**config.mk**
```make
export PLATFORM = sky130hd
export DESIGN_NAME = score_scan_ctrl
export DESIGN_NICKNAME = d
export VERILOG_FILES = /design/src/rtl/score_scan_ctrl.sv
export SDC_FILE = /design/constraint.sdc
export NUM_CORES = 1
export LEC_CHECK = 0
export ABC_AREA = 1
export BUFFER_PORTS_ARGS = -buffer_cell sky130_fd_sc_hd__buf_2
export CAP_MARGIN = 20
export CORE_ASPECT_RATIO = 1.75
export CORE_MARGIN = 5
export CORE_UTILIZATION = 38
export CTS_CLUSTER_SIZE = 12
export DETAILED_ROUTE_END_ITERATION = 8
export PLACE_DENSITY = 0.52
export SLEW_MARGIN = 20
export SYNTH_ARGS = -nofsm -noshare
export SYNTH_HDL_FRONTEND = slang
export SYNTH_SLANG_ARGS = --single-unit
```
**constraint.sdc**
```tcl
create_clock -name clk -period 2.97 [get_ports clk]
set_input_delay 0.297 -clock clk [delete_from_list [all_inputs] [get_ports clk]]
set_output_delay 0.297 -clock clk [all_outputs]
set_load 0.05 [all_outputs]
```
**src/rtl/score_scan_ctrl.sv**
```systemverilog
// ---------------------------------------------------------------------------
// score_scan_ctrl
//
// Game-side controller for the Flappy Bird score display.  Tracks the game
// state (IDLE / PLAY / OVER), keeps the current and best score as packed BCD,
// and time-multiplexes both values onto an 8-digit seven-segment bank with
// leading-zero blanking and game-over flashing.
//
// Parameters
//   SCAN_DIV   clk cycles each digit slot is driven (>= 2)
//   FLASH_DIV  completed 8-slot frames per flash half-period (>= 1)
//
// Ports
//   clk         system clock
//   rst         asynchronous active-high reset
//   game_start  pulse: clear score, enter PLAY (highest priority)
//   game_over   pulse: in PLAY, commit best score and enter OVER
//   point       pulse: in PLAY, add one to the score (saturates at 9999)
//   score_bcd   current score, 4 BCD digits, [3:0] = ones
//   best_bcd    best score, 4 BCD digits
//   new_best    last game_over raised the best score
//   digit       BCD nibble of the slot being driven
//   blank       slot is suppressed
//   an          digit enables, active-low, at most one bit low
// ---------------------------------------------------------------------------
module score_scan_ctrl #(
    parameter int SCAN_DIV  = 50000,
    parameter int FLASH_DIV = 24
) (
    input  logic        clk,
    input  logic        rst,
    input  logic        game_start,
    input  logic        game_over,
    input  logic        point,
    output logic [15:0] score_bcd,
    output logic [15:0] best_bcd,
    output logic        new_best,
    output logic [3:0]  digit,
    output logic        blank,
    output logic [7:0]  an
);

    localparam int CNT_W = (SCAN_DIV > 1) ? $clog2(SCAN_DIV) : 1;
    localparam int FR_W  = $clog2(FLASH_DIV) + 1;
    localparam logic [CNT_W-1:0] CNT_MAX = CNT_W'(SCAN_DIV - 1);
    localparam logic [FR_W-1:0]  FR_MAX  = FR_W'(FLASH_DIV - 1);

    typedef enum logic [1:0] {
        IDLE = 2'd0,
        PLAY = 2'd1,
        OVER = 2'd2
    } state_t;

    state_t      state_reg, state_next;
    logic [15:0] score_reg, score_next;
    logic [15:0] best_reg,  best_next;
    logic        new_best_reg, new_best_next;

    logic [CNT_W-1:0] cnt_reg;
    logic [2:0]       slot_reg;
    logic [FR_W-1:0]  frame_reg;
    logic             phase_reg;

    // Decimal increment: each nibble at 9 rolls to 0 and carries upward.
    function automatic logic [15:0] bcd_inc(input logic [15:0] v);
        logic [15:0] r;
        logic        carry;
        r     = v;
        carry = 1'b1;
        for (int i = 0; i < 4; i++) begin
            if (carry) begin
                if (v[i*4 +: 4] == 4'd9) begin
                    r[i*4 +: 4] = 4'd0;
                end else begin
                    r[i*4 +: 4] = v[i*4 +: 4] + 4'd1;
                    carry       = 1'b0;
                end
            end
        end
        return r;
    endfunction

    // ------------------------------------------------------------------
    // Game FSM: next state and score bookkeeping
    // ------------------------------------------------------------------
    always_comb begin
        state_next    = state_reg;
        score_next    = score_reg;
        best_next     = best_reg;
        new_best_next = new_best_reg;
        if (game_start) begin
            state_next    = PLAY;
            score_next    = 16'h0000;
            new_best_next = 1'b0;
        end else if (game_over) begin
            if (state_reg == PLAY) begin
                state_next = OVER;
                // Packed BCD orders the same way as the decimal value.
                if (score_reg > best_reg) begin
                    best_next     = score_reg;
                    new_best_next = 1'b1;
                end else begin
                    new_best_next = 1'b0;
                end
            end
        end else if (point && state_reg == PLAY && score_reg != 16'h9999) begin
            score_next = bcd_inc(score_reg);
        end
    end

    always_ff @(posedge clk or posedge rst) begin
        if (rst) begin
            state_reg    <= IDLE;
            score_reg    <= 16'h0000;
            best_reg     <= 16'h0000;
            new_best_reg <= 1'b0;
        end else begin
            state_reg    <= state_next;
            score_reg    <= score_next;
            best_reg     <= best_next;
            new_best_reg <= new_best_next;
        end
    end

    assign score_bcd = score_reg;
    assign best_bcd  = best_reg;
    assign new_best  = new_best_reg;

    // ------------------------------------------------------------------
    // Scan timing and flash phase
    // ------------------------------------------------------------------
    logic cnt_wrap;
    logic frame_wrap;

    assign cnt_wrap   = (cnt_reg == CNT_MAX);
    // A frame completes when slot 7 hands over to slot 0.
    assign frame_wrap = cnt_wrap && (slot_reg == 3'd7);

    always_ff @(posedge clk or posedge rst) begin
        if (rst) begin
            cnt_reg   <= '0;
            slot_reg  <= 3'd0;
            frame_reg <= '0;
            phase_reg <= 1'b1;
        end else begin
            if (cnt_wrap) begin
                cnt_reg  <= '0;
                slot_reg <= slot_reg + 3'd1;
            end else begin
                cnt_reg <= cnt_reg + 1'b1;
            end

            // The flash timebase only runs while the game is over, so every
            // OVER period starts with the display visible.
            if (state_reg != OVER) begin
                frame_reg <= '0;
                phase_reg <= 1'b1;
            end else if (frame_wrap) begin
                if (frame_reg == FR_MAX) begin
                    frame_reg <= '0;
                    phase_reg <= ~phase_reg;
                end else begin
                    frame_reg <= frame_reg + 1'b1;
                end
            end
        end
    end

    // ------------------------------------------------------------------
    // Per-slot blanking: leading zeros within each 4-digit group, and
    // flashing of the score group (plus the best group on a new record).
    // ------------------------------------------------------------------
    logic [31:0] disp_all;
    logic [7:0]  lz_blank;
    logic [7:0]  flash_blank;
    logic        flash_on;

    assign disp_all = {best_reg, score_reg};
    assign flash_on = (state_reg == OVER) && !phase_reg;

    genvar gi;
    generate
        for (gi = 0; gi < 8; gi++) begin : g_slot
            // Digit k is a leading zero when it and all higher digits of
            // its group are zero; the ones digit always shows.
            if ((gi % 4) == 0) begin : g_ones
                assign lz_blank[gi] = 1'b0;
            end else begin : g_upper
                assign lz_blank[gi] = (disp_all[(gi/4)*16+15 : gi*4] == '0);
            end

            if (gi < 4) begin : g_score
                assign flash_blank[gi] = flash_on;
            end else begin : g_best
                assign flash_blank[gi] = flash_on && new_best_reg;
            end
        end
    endgenerate

    logic [3:0] digit_next;
    logic       blank_next;
    logic [7:0] an_next;

    always_comb begin
        digit_next = disp_all[{slot_reg, 2'b00} +: 4];
        blank_next = lz_blank[slot_reg] | flash_blank[slot_reg];
        an_next    = 8'hFF;
        if (!blank_next) begin
            an_next = ~(8'd1 << slot_reg);
        end
    end

    always_ff @(posedge clk or posedge rst) begin
        if (rst) begin
            digit <= 4'd0;
            blank <= 1'b1;
            an    <= 8'hFF;
        end else begin
            digit <= digit_next;
            blank <= blank_next;
            an    <= an_next;
        end
    end

endmodule
```
# ---- Word-level counts from Yosys, hierarchy flattened
# Index checks and enable logic that the tools add are counted.
dict set report word_totals {
  romBits 0
  output_inout_bits 46
  mem_count 0
  in_bits 5
  reg_bits 74
  latchBits 0
  ram_bits 0
}
dict set report op_classes {
  n_mux 43
  n_mul 0
  div 0
  shifts 2
  reduce_logical 27
  n_eq_ne 12
  addsub 7
  magnitude_cmp 2
  bitwise_logic 4
}
# cell n
set op_table {}
lappend op_table {{16-bit 2-to-1 mux} 4}
lappend op_table {{32-bit by 6-bit indexed part select with 4-bit output} 1}
lappend op_table {{4-bit 2-to-1 mux} 7}
lappend op_table {{12-bit zero test} 2}
lappend op_table {{1-bit 2-to-1 mux} 23}
lappend op_table {{6-bit 2-to-1 mux} 3}
lappend op_table {{16-bit by 1-bit adder with 16-bit output, second input constant} 1}
lappend op_table {{4-bit by 1-bit adder with 4-bit output, second input constant} 4}
lappend op_table {{16-bit equality test, second input constant} 1}
lappend op_table {{4-bit equality test, second input constant} 4}
lappend op_table {{16-bit > comparator} 1}
lappend op_table {{8-bit zero test} 2}
lappend op_table {{16-bit != test, second input constant} 1}
lappend op_table {{2-bit nonzero test} 8}
lappend op_table {{3-bit AND reduction} 3}
lappend op_table {{4-bit zero test} 2}
lappend op_table {{8-bit 2-to-1 mux} 1}
lappend op_table {{8-bit NOT} 1}
lappend op_table {{1-bit by 3-bit left shift with 8-bit output, first input constant} 1}
lappend op_table {{6-bit by 1-bit adder with 6-bit output, second input constant} 1}
lappend op_table {{1-bit binary-select mux with 3-bit select} 2}
lappend op_table {{6-bit by 5-bit equality test with 1-bit output, second input constant} 1}
lappend op_table {{2-bit 2-to-1 mux} 3}
lappend op_table {{2-bit AND reduction} 3}
lappend op_table {{11 further kinds} 17}

# ---- Logic depth before layout (Yosys ltp)
# Gate-level depths: netlist of the first run.
dict set report logic_depth {
  word_depth 18
  depth_mapped 15
  mapped_depth_nobuf 14
}

# ---- Worst setup path before layout of the first run
# No wires, ideal clock.
dict set report synth_timing {
  path_type {flip-flop to flip-flop}
  start {reg best_reg[15], in the netlist best_bcd[15]}
  end {reg best_reg[6], in the netlist best_bcd[6]}
  n_path_buf 2
  stages_incl_launch_ff 11
  arrival_ps 1920
  path_slack_ps 931
  setup_ps 119
  synth_period_minus_slack_ps 2039
  required_ps 2851
  path_cell_list {dfrtp_1 inv_1 ha_1 nand2_1 nor2_1 nand2_1 o21a_1 buf_6 buf_4 nand3_1 nand2_1}
}
dict set report synth_via {
  elab_chain_cells 2
}
# element line
set synth_rtl {}
lappend synth_rtl {{start, declared} 56} ;# logic [15:0] best_reg, best_next;
lappend synth_rtl {{start signal, assigned} 120} ;# best_reg <= best_next;
lappend synth_rtl {{16-bit > comparator} 99} ;# if (score_reg > best_reg) begin
lappend synth_rtl {{4-bit AND reduction (no line)} n/a}
# No other way between the ends.
# A chain may end at the register's enable or synchronous reset.

# ---- Worst setup path after layout of the first run
dict set report layout_timing {
  start {reg score_reg[15], in the netlist score_bcd[15]}
  end {reg best_reg[8], in the netlist best_bcd[8]}
}
dict set report layout_via {
  elab_chain_cells 2
}
# element line
set layout_rtl {}
lappend layout_rtl {{start, declared} 55} ;# logic [15:0] score_reg, score_next;
lappend layout_rtl {{start signal, assigned} 119} ;# score_reg <= score_next;
lappend layout_rtl {{16-bit > comparator} 99}
lappend layout_rtl {{4-bit AND reduction (no line)} n/a}
# No other way between the ends.

==> results of run 1 <==
## per-stage QoR
step / util [%] / worst slack (ps) / cells / area (µm²) / hold WS, ps
after floorplan: - / 808 / 573 / 4600 / 360
after global placement: 42.0 / 899 / 755 / 5010 / 444
after detailed placement: 42.0 / 828 / 755 / 5010 / 457
after CTS: 44.5 / 835 / 771 / 5310 / 111
after global routing: 44.5 / 629 / 771 / 5310 / 146
final: 44.5 / 826 / 771 / 5310 / 82.8
## cells by family (layout without fill, tap and decap cells)
family	after synthesis	after routing
compound gates	70	70
xor+xnor	13	13
fa+ha+maj	35	35
buf+inv	92	153
flops	74	74
simple gates	289	289
## layout make-up
class	count	area, µm²	share of cell area, %
Multi-Input combinational cell	407	2350	44.3
Sequential cell	74	1860	35.1
Timing Repair Buffer	59	330	6.22
Inverter	78	293	5.51
Clock buffer	9	225	4.24
Tap cell	137	171	3.23
Clock inverter	7	76.3	1.44
## placed cells by master (no fill, tap or decap), types with 2 or more instances in the layout
| master | synthesis | routed |
|---|---|---|
| sky130_fd_sc_hd__inv_1 | 71 | 70 |
| sky130_fd_sc_hd__nand3_2 | 6 | 6 |
| sky130_fd_sc_hd__a211oi_1 | 3 | 3 |
| sky130_fd_sc_hd__clkbuf_16 | 0 | 9 |
| sky130_fd_sc_hd__dfrtp_1 | 64 | 64 |
| sky130_fd_sc_hd__inv_2 | 7 | 8 |
| sky130_fd_sc_hd__nor3_1 | 8 | 8 |
| sky130_fd_sc_hd__nor2_2 | 5 | 5 |
| sky130_fd_sc_hd__buf_4 | 2 | 8 |
| sky130_fd_sc_hd__or2_2 | 3 | 3 |
| sky130_fd_sc_hd__nand3_1 | 43 | 43 |
| sky130_fd_sc_hd__xor2_1 | 12 | 12 |
| sky130_fd_sc_hd__o21ai_1 | 6 | 6 |
| sky130_fd_sc_hd__nor2_1 | 39 | 39 |
| sky130_fd_sc_hd__a21oi_1 | 27 | 27 |
| sky130_fd_sc_hd__nand2_1 | 126 | 126 |
| sky130_fd_sc_hd__buf_2 | 5 | 50 |
| sky130_fd_sc_hd__o21ai_0 | 25 | 25 |
| sky130_fd_sc_hd__a31oi_1 | 4 | 4 |
| sky130_fd_sc_hd__clkinv_2 | 0 | 2 |
| sky130_fd_sc_hd__nand2_2 | 15 | 15 |
| sky130_fd_sc_hd__ha_1 | 35 | 35 |
| sky130_fd_sc_hd__nand2_4 | 2 | 2 |
| sky130_fd_sc_hd__nand4_1 | 30 | 30 |
| sky130_fd_sc_hd__dfstp_2 | 10 | 10 |
| sky130_fd_sc_hd__nor2_4 | 4 | 4 |
| sky130_fd_sc_hd__or2_1 | 3 | 3 |
## routing by layer
metal | global-route usage, % | share of wire [%]
met1 | 20.2 | 39
met2 | 33.4 | 53
met3 | 3.04 | 3.0
met4 | 8.46 | 4.6
met5 | 0 | 0
## power breakdown
part / switching [µW] / internal (µW)
combinational: 954 / 341
sequential: 147 / 1110
clock: 455 / 658
total: 1560 / 2110
## worst max-delay path, delay by kind of cell, from the launching register on
family	cells	cell delay (ps)
fa+ha+maj	1	360
simple gates	6	580
flops	1	500
compound gates	1	590
## worst paths after layout
| path | start | to | slack, ps | depth (start not counted) |
|---|---|---|---|---|
| max reg2reg | score_bcd[15]$_DFFE_PP0P_ | best_bcd[8]$_DFFE_PP0P_ | 830 | 8 |
| max in group asynchronous | rst | phase_reg$_DFFE_PP1P_ | 2140 | 3 |
| min in group clk | game_start | state_reg[1]$_DFFE_PP0P_ | 230 | 2 |
| min reg2reg | cnt_reg[0]$_DFF_PP0_ | cnt_reg[0]$_DFF_PP0_ | 460 | 1 |
| min | rst | frame_reg[0]$_DFFE_PP0P_ | 80 | 2 |
| max | score_bcd[15]$_DFFE_PP0P_ | best_bcd[8]$_DFFE_PP0P_ | 830 | 8 |
==> metrics.yaml, run 1 <==
synth_top_flop_cell: "sky130_fd_sc_hd__dfrtp_1"
simple_gate_portion_of_the_synthesized_area_pct: 30.8
synth_most_common_cell: "sky130_fd_sc_hd__nand2_1"
design.final.nets: 669
synth.top_cell.area_share_pct: 34.8
dr.pass1.iters: 5
synth-seq-cells: 74
synth-edff-count: 0
crit_arrival_ps: 2370
worstHoldPathType: "primary input to asynchronous set/reset pin"
placementRows: 53
slew_viol_final: 0
synth_top_cells_by_count: "126 x sky130_fd_sc_hd__nand2_1, 71 x sky130_fd_sc_hd__inv_1, 64 x sky130_fd_sc_hd__dfrtp_1"
area_fraction_in_compound_gates_after_synthesis_pct: 8.32
initial_utilization_pct: 38.6
finalPower_uw: 3670
wire_length_of_the_first_global_routing_pass_um: 20400
netlist_instances: 573
synth_cell_type_count: 40
die_width_um: 93.2
worst_clock_skew_ps: 6.59
cts_resized: 0
clock_insertion_delay_at_the_later_pin_of_the_skew_report_ps: 340
path_common_cell: "sky130_fd_sc_hd__nand2_1"
cap_violations: 0
synth_top_family_by_area: "simple AND/OR/NAND/NOR gates"
ir_drop_uv: 316
cts_inserted_buffers: 9
die_area_um2: 14500
cts_htree_levels: 3
timing.critical_path.cells: "ha_1, nand2_1, nor2_1, nand2_1, o21a_1, nand2_8, nand2_1, nand2_1"
worst_ep_required_time_ps: 3200
global_route.overflow_total: 0
die-height_um: 156
finalWeightedCongestion: 0.909
num_io_pins: 51
detailedPlacementHpwl_um: 9670
adder_cell_share_of_the_synthesized_area_pct: 9.51
wirelength_um: 12500
core_area_um2: 11900
pin_count_of_the_biggest_net_entering_global_routing: 43
period_share_pct: 72.2
cts_setup_buffers: 0
timing.critical_path.slowest_stage_cell: "sky130_fd_sc_hd__o21a_1"
cts_num_sinks: 74
synth.yosys.warnings: 0
initialDrtViolationCount: 161
fill_cells: 1218
seq_area_frac_synth_pct: 40.5
rsz0062_at_grt: "false"
cts.hold.buffers_added: 0
clk_pin_slew_ps: 60
crit_fanout: 17
synth.mux.area_fraction_pct: 0
antenna_violations_before_repair: 0
post-synth-top-area-cell: "sky130_fd_sc_hd__dfrtp_1"
timing_limited_maximum_frequency_mhz: 466
drive_gt1_share_pct: 21.0
flow.area_growth_from_synthesis_pct: 15.4
final_period_minus_worst_setup_slack_ps: 2140
headroom_to_the_max_slew_limit_pct: 49.7
synth_xor_area_share_pct: 2.47
syn-mean-instance-area_um2: 8.04
clockRootBuffer: "sky130_fd_sc_hd__clkbuf_16"
final_hold_viol_count: 0
remaining_drc_errors: 0
route.antenna.remaining_nets: 0
synthesis.nets: 613
vias_in_the_first_global_route: 3922
cellPowerDensity_nw_per_um2: 690
clock_path_buffers: 2
setup.worst_path.start_class: "register"
routedWlPerCell_um: 16.3
tns_ps: 0
globalRouteTotalUtil_pct: 18.2
antenna-diode-count: 0
slowest_stage_delay_on_critical_path_ps: 590
number_of_i_o_port_buffers: 50
cts_tree: "yes"
post_drt_via_cell_ratio: 5.14
route.vias.total: 3962
timing.final.setup_violations: 0
path_class: "register to register"
syn_area_um2: 4600
run_status: "complete, no violations"
power.leakage_uw: 0.00271
postSynth.asyncResetShare_pct: 100
crit_path_end_kind: "register"
worstMarginPinSlew_ps: 753
cells_taking_the_most_area_after_synthesis: "sky130_fd_sc_hd__dfrtp_1 35%, sky130_fd_sc_hd__nand2_1 10%, sky130_fd_sc_hd__ha_1 9.5%, sky130_fd_sc_hd__inv_1 5.8%, sky130_fd_sc_hd__dfstp_2 5.7%"
Note: power is estimated with default switching activity, not from simulation.
==> inputs of run 2 (changes only) <==
clock period = 2.2 ns   (was 2.97 ns; I/O delays follow)
==> run 2 against run 1 <==
Compared with the run above: clock power grew 45%; maximum frequency grew 9.9%; non-clock buffer count grew 20; critical path depth grew 3; clock skew shrank 1.2 ps; clock-buffer cell count grew 1; first-iteration DRC count grew 5.6%; worst hold slack gained 80 ps; via count grew 4.7%; total power grew 42%; highest routed layer unchanged.
==> metrics.yaml, run 2 (same netlist as run 1, synthesis figures left out) <==
layout.cell_area.non_filler_um2: 5490
period_share_pct: 88.6
cts_setup_buffers: 0
wirelength_um: 13100
met2_length_um: 6910
die-height_um: 156
dr.pass1.iters: 5
detailedPlacementHpwl_um: 10200
wl_met3_um: 500
fill_cells: 1190
tns_ps: 0
placementRows: 53
clock_insertion_delay_at_the_later_pin_of_the_skew_report_ps: 340
cts_num_sinks: 74
run_status: "complete, no violations"
drive_gt1_share_pct: 23.4
crit_path_end_kind: "register"
min_from: "game_start"
num_io_pins: 51
worst_hold_endpoint: "state_reg[1]$_DFFE_PP0P_"
cts_inserted_buffers: 9
initialDrtViolationCount: 170
antenna_violations_before_repair: 0
antenna-diode-count: 0
pin_count_of_the_biggest_net_entering_global_routing: 45
post_drt_via_cell_ratio: 5.25
timing.final.setup_violations: 0
die_area_um2: 14500
core_area_um2: 11900
ff2ff_setup_slack_ps: 250
routedWlPerCell_um: 16.5
rsz0062_at_grt: "false"
route.antenna.remaining_nets: 0
clockRootBuffer: "sky130_fd_sc_hd__clkbuf_16"
cts_htree_levels: 3
headroom_to_the_max_slew_limit_pct: 66.5
remaining_drc_errors: 0
worstReg2RegStart: "best_bcd[15]$_DFFE_PP0P_"
timing_limited_maximum_frequency_mhz: 513
global_route.overflow_total: 0
initial_utilization_pct: 38.6
wirelength_met1_um: 5000
final_hold_viol_count: 0
worstHoldPathType: "primary input to register"
power.leakage_uw: 0.00283
finalWeightedCongestion: 0.903
slew_viol_final: 0
wire_length_of_the_first_global_routing_pass_um: 21100
route.vias.total: 4150
worstMarginPinSlew_ps: 499
design.final.nets: 689
crit_arrival_ps: 2220
flow.area_growth_from_synthesis_pct: 19.3
final_cell_mix: "126 x sky130_fd_sc_hd__nand2_1, 70 x sky130_fd_sc_hd__inv_1, 64 x sky130_fd_sc_hd__dfrtp_1"
cap_violations: 0
cts_tree: "yes"
final_period_minus_worst_setup_slack_ps: 1950
vias_in_the_first_global_route: 3999
setup.worst_path.start_class: "register"
mostFrequentLayoutCell: "sky130_fd_sc_hd__nand2_1"
globalRouteTotalUtil_pct: 19.0
worst_clock_skew_ps: 5.39
number_of_i_o_port_buffers: 50
worst_ep_required_time_ps: 2470
hold_depth: 2
clock_path_buffers: 2
die_width_um: 93.2
ir_drop_uv: 483
crit_fanout: 10
clk_pin_slew_ps: 60
path_class: "register to register"
ff2ff_path_depth: 11
post_dp_cell_area_um2: 5150
rr_endpoint: "best_bcd[9]$_DFFE_PP0P_"
cellPowerDensity_nw_per_um2: 945
top_layer: "met4"
[run 2: changes by cell type in the layout (fill, tap and decap cells not counted), sizes merged]
cell	before	now
clkinvlp	1	0
buf	59	78
dlygate4sd3	0	1
clkbuf	9	10
clkinv	3	2
bufinv	1	2
[run 2: per-stage QoR]
step	setup WS [ps]	power, µW	utilization (%)	hold WS [ps]	instances
after floorplan	115	3050	-	283	573
after global placement	146	3560	43.2	179	774
after detailed placement	89.3	3600	43.2	182	774
after CTS	60.8	5250	46.0	142	791
after global routing	60.1	5520	46.0	168	791
final	250	5190	46.0	163	791
[run 2: final cells by class]
class	count	area [µm²]	share of cell area [%]
Sequential cell	74	1860	33.9
Timing Repair Buffer	79	483	8.79
Inverter	78	293	5.33
Clock inverter	6	87.6	1.59
Clock buffer	10	239	4.35
Tap cell	137	171	3.12
Multi-Input combinational cell	407	2350	42.9
[run 2: repair_timing]
action,CTS,global route
endpoints found under the setup margin,0,17
hold buffers,1,0
endpoints found under the hold margin,7,0
resized for setup,0,1
[run 2: power by group]
group,internal (µW),switching [µW]
Sequential,1500,137
Clock,1030,587
Combinational,535,1400
[run 2: worst max path at each step]
stage,end,cells after the start,start,slack (ps)
final,best_bcd[9]$_DFFE_PP0P_,11,best_bcd[15]$_DFFE_PP0P_,250
after global routing,best_bcd[9]$_DFFE_PP0P_,11,best_bcd[15]$_DFFE_PP0P_,60
after CTS,best_bcd[11]$_DFFE_PP0P_,9,best_bcd[13]$_DFFE_PP0P_,60
after detailed placement,best_bcd[11]$_DFFE_PP0P_,9,best_bcd[13]$_DFFE_PP0P_,90
after global placement,best_bcd[9]$_DFFE_PP0P_,9,best_bcd[9]$_DFFE_PP0P_,150
after floorplan,best_bcd[0]$_DFFE_PP0P_,1,rst,110
[run 2: routing by layer]
layer | up-vias | global-route usage [%]
li1 | 2026 | -
met1 | 1980 | 20.6
met4 | 0 | 9.92
met5 | - | 0
met3 | 36 | 3.52
met2 | 108 | 34.5
[run 2: worst max-delay path, stage by stage (launching register included)]
cell and delay, ps:
sky130_fd_sc_hd__dfrtp_1 420, sky130_fd_sc_hd__inv_1 90, sky130_fd_sc_hd__ha_1 290, sky130_fd_sc_hd__nand2_1 60, sky130_fd_sc_hd__nor2_1 170, sky130_fd_sc_hd__nand2_1 90
sky130_fd_sc_hd__inv_1 60, sky130_fd_sc_hd__nand2_1 60, sky130_fd_sc_hd__nand2_2 220, sky130_fd_sc_hd__buf_4 220, sky130_fd_sc_hd__nand3_1 110, sky130_fd_sc_hd__nand2_1 100
